--- src/rtl/prog_pkg.sv ---
// Shared definitions for the program loader and the PP instruction decoder.
package prog_pkg;

  localparam int unsigned ADDR_W_DEF = 5;
  localparam int unsigned DATA_W_DEF = 11;

  // Instruction word layout, MSB first:
  // RegAddr[3:0], ALUCode[2:0], Reg_CE, CY_CE, A_CE, ResetCY
  localparam int unsigned REGADDR_LSB = 7;
  localparam int unsigned REGADDR_W   = 4;
  localparam int unsigned ALUCODE_LSB = 4;
  localparam int unsigned ALUCODE_W   = 3;
  localparam int unsigned REG_CE_BIT  = 3;
  localparam int unsigned CY_CE_BIT   = 2;
  localparam int unsigned A_CE_BIT    = 1;
  localparam int unsigned RESETCY_BIT = 0;

  typedef enum logic [2:0] {
    StIdle,
    StLoad,
    StCheck,
    StDone,
    StError
  } loader_state_e;

endpackage

--- src/rtl/prog_chk_acc.sv ---
// Running XOR of accepted program words; clear wins over enable.
module prog_chk_acc
  import prog_pkg::*;
#(
  parameter int unsigned DATA_W = DATA_W_DEF
) (
  input  logic              clk_i,
  input  logic              rst_ni,
  input  logic              clr_i,
  input  logic              en_i,
  input  logic [DATA_W-1:0] data_i,
  output logic [DATA_W-1:0] acc_o
);

  logic [DATA_W-1:0] acc_q;

  // Accumulator register
  always_ff @(posedge clk_i or negedge rst_ni) begin
    if (!rst_ni) begin
      acc_q <= '0;
    end else if (clr_i) begin
      acc_q <= '0;
    end else if (en_i) begin
      acc_q <= acc_q ^ data_i;
    end
  end

  assign acc_o = acc_q;

endmodule

--- src/rtl/prog_loader.sv ---
// Program memory loader: streams instruction words into program memory from address 0 and
// holds the CPU datapath in reset until the program is fully written.
// Optional checksum beat after the program: define PROG_LOADER_CHECKSUM_EN.
module prog_loader
  import prog_pkg::*;
#(
  parameter int unsigned ADDR_W = ADDR_W_DEF,
  parameter int unsigned DATA_W = DATA_W_DEF
) (
  input  logic              clk_i,
  input  logic              rst_ni,
  input  logic              start_i,
  input  logic              in_valid_i,
  input  logic [DATA_W-1:0] in_data_i,
  input  logic              in_last_i,
  output logic              in_ready_o,
  output logic              mem_we_o,
  output logic [ADDR_W-1:0] mem_addr_o,
  output logic [DATA_W-1:0] mem_wdata_o,
  output logic              cpu_nreset_o,
  output logic              done_o,
  output logic              err_o,
  output logic [ADDR_W:0]   length_o
);

  localparam int unsigned DEPTH = 2 ** ADDR_W;
  localparam logic [ADDR_W-1:0] LastAddr = ADDR_W'(DEPTH - 1);

  loader_state_e state_q, state_d;

  logic [ADDR_W-1:0] count_q, count_d;
  logic [ADDR_W:0]   length_q, length_d;
  logic              mem_we_q, mem_we_d;
  logic [ADDR_W-1:0] mem_addr_q, mem_addr_d;
  logic [DATA_W-1:0] mem_wdata_q, mem_wdata_d;
  logic              cpu_nreset_q, cpu_nreset_d;

  logic beat_acc;
  logic prog_beat;
  logic final_beat;
  logic start_go;
  logic chk_beat;
  logic chk_ok;

  assign beat_acc   = in_valid_i && in_ready_o;
  assign prog_beat  = beat_acc && (state_q == StLoad);
  // The last location forces end of load so the address never wraps.
  assign final_beat = prog_beat && (in_last_i || (count_q == LastAddr));
  assign start_go   = start_i && ((state_q == StIdle) || (state_q == StDone) ||
                                  (state_q == StError));

`ifdef PROG_LOADER_CHECKSUM_EN
  logic [DATA_W-1:0] acc;

  prog_chk_acc #(
    .DATA_W(DATA_W)
  ) u_chk_acc (
    .clk_i  (clk_i),
    .rst_ni (rst_ni),
    .clr_i  (start_go),
    .en_i   (prog_beat),
    .data_i (in_data_i),
    .acc_o  (acc)
  );

  assign chk_beat = beat_acc && (state_q == StCheck);
  assign chk_ok   = (in_data_i == acc);
`else
  assign chk_beat = 1'b0;
  assign chk_ok   = 1'b1;
`endif

  // FSM state register
  always_ff @(posedge clk_i or negedge rst_ni) begin
    if (!rst_ni) begin
      state_q <= StIdle;
    end else begin
      state_q <= state_d;
    end
  end

  // FSM next-state logic
  always_comb begin
    state_d = state_q;
    unique case (state_q)
      StIdle, StDone: begin
        if (start_i) state_d = StLoad;
      end
      StLoad: begin
`ifdef PROG_LOADER_CHECKSUM_EN
        if (final_beat) state_d = StCheck;
`else
        if (final_beat) state_d = StDone;
`endif
      end
`ifdef PROG_LOADER_CHECKSUM_EN
      StCheck: begin
        if (chk_beat) state_d = chk_ok ? StDone : StError;
      end
      StError: begin
        if (start_i) state_d = StLoad;
      end
`endif
      default: state_d = StIdle;
    endcase
  end

  // FSM outputs decoded from state
  always_comb begin
    in_ready_o = (state_q == StLoad);
    done_o     = (state_q == StDone);
    err_o      = 1'b0;
`ifdef PROG_LOADER_CHECKSUM_EN
    in_ready_o = in_ready_o || (state_q == StCheck);
    err_o      = (state_q == StError);
`endif
  end

  // Datapath next-state: write port, word counter, length, CPU reset
  always_comb begin
    count_d     = count_q;
    length_d    = length_q;
    mem_we_d    = prog_beat;
    mem_addr_d  = mem_addr_q;
    mem_wdata_d = mem_wdata_q;
    if (start_go) begin
      count_d = '0;
    end else if (prog_beat && !final_beat) begin
      count_d = count_q + 1'b1;
    end
    if (final_beat) begin
      length_d = {1'b0, count_q} + {{ADDR_W{1'b0}}, 1'b1};
    end
    if (prog_beat) begin
      mem_addr_d  = count_q;
      mem_wdata_d = in_data_i;
    end
    // Release only after a full cycle in DONE, i.e. after the final write has landed.
    cpu_nreset_d = (state_q == StDone) && (state_d == StDone);
  end

  // Datapath registers
  always_ff @(posedge clk_i or negedge rst_ni) begin
    if (!rst_ni) begin
      count_q      <= '0;
      length_q     <= '0;
      mem_we_q     <= 1'b0;
      mem_addr_q   <= '0;
      mem_wdata_q  <= '0;
      cpu_nreset_q <= 1'b0;
    end else begin
      count_q      <= count_d;
      length_q     <= length_d;
      mem_we_q     <= mem_we_d;
      mem_addr_q   <= mem_addr_d;
      mem_wdata_q  <= mem_wdata_d;
      cpu_nreset_q <= cpu_nreset_d;
    end
  end

  assign mem_we_o     = mem_we_q;
  assign mem_addr_o   = mem_addr_q;
  assign mem_wdata_o  = mem_wdata_q;
  assign cpu_nreset_o = cpu_nreset_q;
  assign length_o     = length_q;

endmodule

--- config.mk ---
export PLATFORM = sky130hd
export DESIGN_NAME = prog_loader
export DESIGN_NICKNAME = d
export VERILOG_FILES = /design/src/rtl/prog_pkg.sv /design/src/rtl/prog_chk_acc.sv /design/src/rtl/prog_loader.sv
export SDC_FILE = /design/constraint.sdc
export NUM_CORES = 1
export LEC_CHECK = 0
export BUFFER_PORTS_ARGS = -buffer_cell sky130_fd_sc_hd__buf_2
export CORE_MARGIN = 1.5
export CORE_UTILIZATION = 49
export DETAILED_ROUTE_END_ITERATION = 12
export GPL_ROUTABILITY_DRIVEN = 1
export GPL_TIMING_DRIVEN = 1
export PLACE_DENSITY = 0.78
export RECOVER_POWER = 100
export SYNTH_ARGS = -nofsm -noshare
export SYNTH_HDL_FRONTEND = slang
export SYNTH_SLANG_ARGS = --single-unit
--- constraint.sdc ---
create_clock -name clk_i -period 2.1 [get_ports clk_i]
set_input_delay 0.525 -clock clk_i [delete_from_list [all_inputs] [get_ports clk_i]]
set_output_delay 0.525 -clock clk_i [all_outputs]
set_load 0.05 [all_outputs]
==> qor.txt, run 1 <==
status = finished with violations
failing checks = capacitance limit, slew limit
Pleak = 0.8178 nW
remaining antenna violation count = 0
Critical Path RT = 2.32 ns
clock buffer count from CTS = 5
Final period util = 94.02%
DR pass1 iterations = 4
hold crit path type = input pin to flop
Max Slew Vio Count = 33
Mapped Area = 1320 um^2
Max FO, Critical Path = 7
Vias = 1070
layout net count = 200
CTS Buffer Depth = 2
H-tree lvl count = 2
Die Width = 54.90 um
setup violators final = 0
measured slew at the worst slew-check pin = 1.657 ns
Tot Pwr = 1.538 mW
die height = 54.90 um
CP Capture Type = flop
root buffer cell = clkbuf_4
synth warn = 0
Avg WL per Cell = 12.33 um
clock latency on the worst-skew pair = 0.33 ns
placed cells = 204
CORE AREA = 2522 um^2
startpoint types = flop
DRC Markers = 0
GR Overflow Total = 0
layout overhead on the synthesized area = 20.95%
Antenna Cells = 0
final hold slack = 0.3787 ns
Crit path arrival time = 2.19 ns
gpl congestion = 0.7485
Mapped Cells = 134
Power per Cell Area = 963.4 nW/um^2
fmax = 0.5065 GHz
worst rel slew slack = -10.45%
vias in the first global route = 962
Distinct cells, synth = 25
clk sinks = 32
first-pass GRT wire length = 4.105 mm
hpwl dp = 1.896 mm
Final Hold Viols = 0
initial antenna violation count = 0
Final min period = 1.974 ns
clock-pin slew on the worst setup and hold paths = 0.10 ns
Placement Cell Area = 1555 um^2
Final Instance Count excl. Fillers = 213
Crit Path Category = flop to flop
CTS resizes = 0
Final Skew = 0.007408 ns
I/O Pins = 43
Tot GR Track Use = 19.78%
final instance area = 1597 um^2
sequential share of the synthesized area = 60.66%
largest net degree at the start of global routing = 33
Die ar. = 3014 um^2
Max-Cap Viols = 1
Synth Register Bits = 32
share of cells above drive strength 1 = 16.94%
Post-Syn Area per Cell = 9.851 um^2
CTS tree = built
DRT Wirelength = 2.627 mm
Iter 0 DRT Violations = 15
Rows = 18
RSZ-0062 raised after global routing = no
I/O Buffers = 41
final setup TNS = 0 ns
vias per cell = 5.023
worst vdd ir = 591.1 uV
initial core utilization = 52.33%
-- state kept, by name, summed over array words and instances (netlist names) --
register / flops
mem_wdata_o: 11
length_o: 6
count_q: 5
mem_addr_o: 5
state_q: 3
cpu_nreset_o: 1
mem_we_o: 1
-- Yosys cell counts --
library cell	n	area, um^2
o21a_1	1	7.510
or2_2	1	6.260
mux2_2	2	22.52
conb_1	1	3.750
buf_4	2	15.01
nor3b_1	1	7.510
buf_2	3	15.01
nand4bb_1	1	11.26
nand3b_1	1	7.510
or3_1	1	6.260
nor2_1	4	15.01
a31o_2	2	17.52
ha_1	2	25.02
and3_1	2	12.51
a21oi_1	6	30.03
buf_6	1	11.26
nand4_1	2	12.51
nand3_1	3	15.01
nand2_1	44	165.2
inv_1	4	15.01
xnor2_1	2	17.52
inv_2	1	3.750
o21ai_0	14	70.07
nand2_2	1	6.260
dfrtp_1	32	800.8
-- cell type report --
class                      instances  area [um^2]
sequential                        32        800.8
clock inverter                     2        35.03
timing repair buffer              46        200.2
multi-input combinational         92        462.9
fill                             236        925.9
tap                               30        37.54
inverter                           5        18.77
clock buffer                       6        41.29
-- critical path, stage by stage (launching register included) --
cell and delay [ns]:
dfrtp_1 0.42, ha_1 0.24, and3_1 0.20, ha_1 0.18, or2_2 0.33, nand2_2 0.15, mux2_2 0.35
-- cell families (layout without fill, tap and decap cells) --
logic type               after synthesis  after routing  synth area share [%]
XOR/XNOR                               2              2                 1.327
buffers and inverters                 11             59                 4.548
AND/OR/NAND/NOR                       61             61                 20.10
flip-flops                            32             32                 60.66
other                                  1              2                0.2841
adder cells (fa/ha/maj)                2              2                 1.895
multiplexers                           2              2                 1.706
AO/OA/AOI/OAI                         23             23                 9.479
-- worst paths after layout --
check	startpoint	to	slack, ns	depth (start not counted)
min in group asynchronous	rst_ni	count_q[4]	0.61	1
setup reg to reg	count_q[1]	length_o[1]	0.13	6
max in group asynchronous	rst_ni	mem_we_o	0.53	1
setup / recovery	count_q[1]	length_o[1]	0.13	6
hold reg to reg	mem_wdata_o[5]	mem_wdata_o[5]	0.48	2
hold / removal	in_data_i[3]	mem_wdata_o[3]	0.38	3
-- power by group --
part | switching (mW) | internal (mW)
registers | 0.0319 | 0.678
clock network | 0.204 | 0.249
logic | 0.309 | 0.0656
-- routing by layer --
metal | share of wire [%] | GRT usage (%) | up-vias
li1 | - | - | 539
met1 | 42 | 21.81 | 498
met2 | 50 | 34.52 | 29
met3 | 6.6 | 7.527 | 4
met4 | 1.0 | 7.317 | 0
met5 | 0 | 0 | -
-- what timing repair did --
action,4_1_cts,5_1_grt
hold buffers,0,0
endpoints found under the setup margin,0,2
buffers inserted,0,1
-- metrics by stage --
stage | util (%) | worst slack, ns
after global routing | 63.29 | 0.004916
after CTS | 64.68 | 0.06388
after global placement | 61.66 | 0.1561
after detailed placement | 61.66 | 0.08514
final | 63.29 | 0.1256
after floorplan | - | 0.005993
-- layout by cell type, fill, tap and decap left out, types with 2 or more instances in the layout --
cell type	n
a21oi_1	6
a31o_2	2
and3_1	2
buf_2	14
buf_4	2
clkbuf_1	29
clkbuf_2	2
clkbuf_4	5
conb_1	2
dfrtp_1	32
ha_1	2
inv_1	5
mux2_2	2
nand2_1	44
nand3_1	3
nand4_1	2
nor2_1	4
o21ai_0	14
xnor2_1	2
Note: power is estimated with default switching activity, not from simulation.
==> run 2, diff against run 1 <==
--- a/config.mk
+++ b/config.mk
@@ -7,11 +7,10 @@
 export LEC_CHECK = 0
 export BUFFER_PORTS_ARGS = -buffer_cell sky130_fd_sc_hd__buf_2
 export CORE_MARGIN = 1.5
-export CORE_UTILIZATION = 49
+export CORE_UTILIZATION = 34
 export DETAILED_ROUTE_END_ITERATION = 12
 export GPL_ROUTABILITY_DRIVEN = 1
 export GPL_TIMING_DRIVEN = 1
-export PLACE_DENSITY = 0.78
 export RECOVER_POWER = 100
 export SYNTH_ARGS = -nofsm -noshare
 export SYNTH_HDL_FRONTEND = slang
==> qor.txt, run 2 (same netlist as run 1, synthesis figures left out) <==
crit path cell chain = ha_1 -> and3_1 -> ha_1 -> nor2_1 -> clkbuf_1 -> a31o_2 -> a21oi_1
Worst path max stage delay = 0.42 ns
share of cells above drive strength 1 = 16.94%
Antenna Cells = 0
Max-Cap Viols = 1
vias per cell = 4.524
Crit path arrival time = 2.13 ns
Avg WL per Cell = 11.62 um
clk sinks = 32
Final period util = 93.62%
Rows = 22
setup violators final = 0
Hold Path End = mem_wdata_o[1]
first-pass GRT wire length = 4.533 mm
Final Hold Viols = 0
worst vdd ir = 456.8 uV
CP Capture Type = flop
R2R Setup Slk = 0.13 ns
Crit Path Category = flop to flop
largest net degree at the start of global routing = 33
crit-path most repeated cell = ha_1
fmax = 0.5087 GHz
Critical R2R Launch = count_q[0]
Pleak = 0.8295 nW
Vias = 1045
max reg flops = 11
Tot GR Track Use = 14.30%
Die ar. = 4265 um^2
CTS Buffer Depth = 2
worst rel slew slack = -9.856%
clock buffer count from CTS = 5
placed cells = 223
Top delay family on crit path = adder cells
Max Slew Vio Count = 33
Die Width = 65.31 um
CTS resizes = 0
clock latency on the worst-skew pair = 0.28 ns
CTS tree = built
fillcell total = 396
RR Endpoint = count_q[3]
final instance area = 1650 um^2
I/O Pins = 43
WHS Path Cells = 3
Final Instance Count excl. Fillers = 231
layout net count = 200
root buffer cell = clkbuf_8
r2r worst-path depth = 7
DRT Wirelength = 2.684 mm
vias in the first global route = 1033
Placement Cell Area = 1585 um^2
final setup TNS = 0 ns
H-tree lvl count = 2
Critical Path RT = 2.26 ns
Post-CTS Setup Inserts = 0
Iter 0 DRT Violations = 34
final hold slack = 0.4322 ns
status = finished with violations
GR Overflow Total = 0
CORE AREA = 3689 um^2
Power per Cell Area = 998.6 nW/um^2
commonest non-fill, non-tap cell in the layout = nand2_1
Setup crit start = count_q[0]
RSZ-0062 raised after global routing = no
measured slew at the worst slew-check pin = 1.648 ns
layout overhead on the synthesized area = 25.02%
die height = 65.31 um
clock-pin slew on the worst setup and hold paths = 0.06 ns
I/O Buffers = 41
Critical-path top delay cell = dfrtp_1
Worst Hold Launch = in_data_i[1]
Final min period = 1.966 ns
critical path depth = 7
initial core utilization = 35.79%
hpwl dp = 1.917 mm
initial antenna violation count = 0
startpoint types = flop
gpl congestion = 0.7258
failing checks = capacitance limit, slew limit
Tot Pwr = 1.648 mW
hold crit path type = input pin to flop
CP Buf/Inv Count = 1
DRC Markers = 0
remaining antenna violation count = 0
Final Skew = 0.002170 ns
DR pass1 iterations = 4
Max FO, Critical Path = 8
most frequent cells in the layout = nand2_1, dfrtp_1, clkbuf_1
hold buffers post-CTS = 0
==> run 2: per-stage QoR <==
| step | util [%] | setup WS, ns |
|---|---|---|
| final | 44.74 | 0.1341 |
| after floorplan | - | 0.005993 |
| after global routing | 44.74 | 0.03742 |
| after detailed placement | 42.98 | 0.1507 |
| after CTS | 45.90 | 0.1277 |
| after global placement | 42.98 | 0.1923 |
==> run 2: final cells by class <==
type	count	area, um^2	share of cell area, %
sequential	32	800.8	48.52
inverter	5	18.77	1.137
tap	48	60.06	3.639
timing repair buffer	46	200.2	12.13
multi-input combinational	92	462.9	28.05
clock inverter	2	35.03	2.123
clock buffer	6	72.57	4.397
==> run 2: worst max path at each step <==
| stage | endpoint |
|---|---|
| floorplan | in_ready_o |
| global placement | length_o[4] |
| detailed placement | count_q[0] |
| CTS | count_q[0] |
| global route | count_q[0] |
| finish | count_q[3] |
==> run 2: where the power goes <==
part           total (mW)  switching [mW]  internal (mW)
combinational       0.370           0.306         0.0643
sequential          0.713          0.0339          0.680
clock               0.564           0.213          0.351
total                1.65           0.553           1.10
==> run 2: worst min-delay path, stage by stage <==
cell and delay [ns]:
buf_2 0.07, nand2_1 0.04, nand2_1 0.05
==> run 2: metal layers <==
layer,up-vias,share of wire (%),GRT usage [%]
met5,-,0,0
met4,0,1.4,5.469
met3,5,8.2,5.993
met2,37,44,22.32
met1,474,47,17.63
li1,529,-,-
==> run 3, diff against run 2 <==
--- a/config.mk
+++ b/config.mk
@@ -6,11 +6,14 @@
 export NUM_CORES = 1
 export LEC_CHECK = 0
 export BUFFER_PORTS_ARGS = -buffer_cell sky130_fd_sc_hd__buf_2
+export CELL_PAD_IN_SITES_DETAIL_PLACEMENT = 1
+export CELL_PAD_IN_SITES_GLOBAL_PLACEMENT = 1
 export CORE_MARGIN = 1.5
 export CORE_UTILIZATION = 34
 export DETAILED_ROUTE_END_ITERATION = 12
 export GPL_ROUTABILITY_DRIVEN = 1
 export GPL_TIMING_DRIVEN = 1
+export PLACE_DENSITY_LB_ADDON = 0.1
 export RECOVER_POWER = 100
 export SYNTH_ARGS = -nofsm -noshare
 export SYNTH_HDL_FRONTEND = slang
==> qor.txt, run 3 (same netlist as run 1, synthesis figures left out) <==
Final period util = 94.36%
measured slew at the worst slew-check pin = 1.672 ns
Final WS setup = 0.1185 ns
clk sinks = 32
Placement Cell Area = 1585 um^2
hold crit path type = input pin to flop
Storage cell area = 800.8 um^2
I/O Pins = 43
hpwl dp = 2.194 mm
initial core utilization = 35.79%
layout net count = 200
setup violators final = 0
multi-input logic area = 462.9 um^2
Tot Pwr = 1.521 mW
Avg WL per Cell = 12.98 um
vias per cell = 4.722
DRC Markers = 0
CP Capture Type = flop
most frequent cells in the layout = nand2_1, dfrtp_1, clkbuf_1
startpoint types = flop
share of cells above drive strength 1 = 16.48%
Critical Path RT = 2.27 ns
Iter 0 DRT Violations = 13
die height = 65.31 um
DR pass1 iterations = 3
H-tree lvl count = 2
GR Overflow Total = 0
Vias = 1086
vias in the first global route = 1083
first-pass GRT wire length = 5.043 mm
Tot GR Track Use = 15.82%
remaining antenna violation count = 0
root buffer cell = clkbuf_8
I/O Buffers = 41
fillcell total = 451
Antenna Cells = 0
Crit path arrival time = 2.15 ns
gpl congestion = 0.7627
largest net degree at the start of global routing = 33
layout overhead on the synthesized area = 22.28%
clock-pin slew on the worst setup and hold paths = 0.06 ns
final instance area = 1614 um^2
CTS resizes = 0
Die ar. = 4265 um^2
fmax = 0.5047 GHz
max reg flops = 11
CORE AREA = 3689 um^2
final setup TNS = 0 ns
Max FO, Critical Path = 6
worst vdd ir = 359.2 uV
Final Hold Viols = 0
pre-CTS WS = 0.1321 ns
failing checks = capacitance limit, slew limit
Rows = 22
CTS Buffer Depth = 2
DRT Wirelength = 2.985 mm
Final Skew = 0.003366 ns
CTS tree = built
Post-CTS Setup Inserts = 0
Power per Cell Area = 942.1 nW/um^2
Pleak = 0.8092 nW
Die Width = 65.31 um
worst rel slew slack = -11.45%
Max-Cap Viols = 1
Max Slew Vio Count = 33
RSZ-0062 raised after global routing = no
Final min period = 1.982 ns
clock latency on the worst-skew pair = 0.28 ns
initial antenna violation count = 0
status = finished with violations
hold buffers post-CTS = 0
commonest non-fill, non-tap cell in the layout = nand2_1
Crit Path Category = flop to flop
clock buffer count from CTS = 5
-- run 3: cell type report --
cell class | instances | area share (%)
tap | 48 | 3.721
timing repair buffer | 46 | 12.02
inverter | 5 | 1.163
clock inverter | 1 | 0.3101
clock buffer | 6 | 4.496
multi-input combinational | 92 | 28.68
sequential | 32 | 49.61
-- run 3: worst paths after layout --
| path | slack [ns] | endpoint | start | cells past startpoint |
|---|---|---|---|---|
| worst max-delay path | 0.12 | length_o[1] | count_q[0] | 6 |
| worst min-delay path | 0.43 | mem_wdata_o[4] | in_data_i[4] | 3 |
| worst max register to register | 0.12 | length_o[1] | count_q[0] | 6 |
| worst min register to register | 0.47 | mem_wdata_o[2] | mem_wdata_o[2] | 2 |
| max in group asynchronous | 0.46 | mem_wdata_o[6] | rst_ni | 1 |
| min in group asynchronous | 0.67 | mem_addr_o[4] | rst_ni | 1 |
-- run 3: report_power, final --
part           leakage [nW]  switching (mW)  total (mW)  internal, mW
registers             0.424          0.0343       0.714         0.680
logic                 0.345           0.311       0.374        0.0636
clock network        0.0410           0.208       0.432         0.225
-- run 3: worst max-delay path, cell delays in order, from the launching register on --
cell,delay [ns]
dfrtp_1,0.43
ha_1,0.27
and3_1,0.20
ha_1,0.18
or2_2,0.34
nand2_2,0.11
mux2_2,0.33
-- run 3: routing by layer --
| layer | up-vias | global-route usage, % | wire length, um |
|---|---|---|---|
| met1 | 520 | 18.22 | 1327 |
| met3 | 6 | 5.308 | 186 |
| met2 | 31 | 26.66 | 1416 |
| li1 | 529 | - | - |
| met5 | - | 0 | 0 |
| met4 | 0 | 7.031 | 55 |
-- run 3: stage by stage --
step                util (%)  cells  hold slack, ns
floorplan                  -    135          0.2294
global placement       42.98    223          0.4516
detailed placement     42.98    223          0.4605
CTS                    45.08    230          0.3116
global route           43.76    230          0.4223
finish                 43.76    230          0.4316
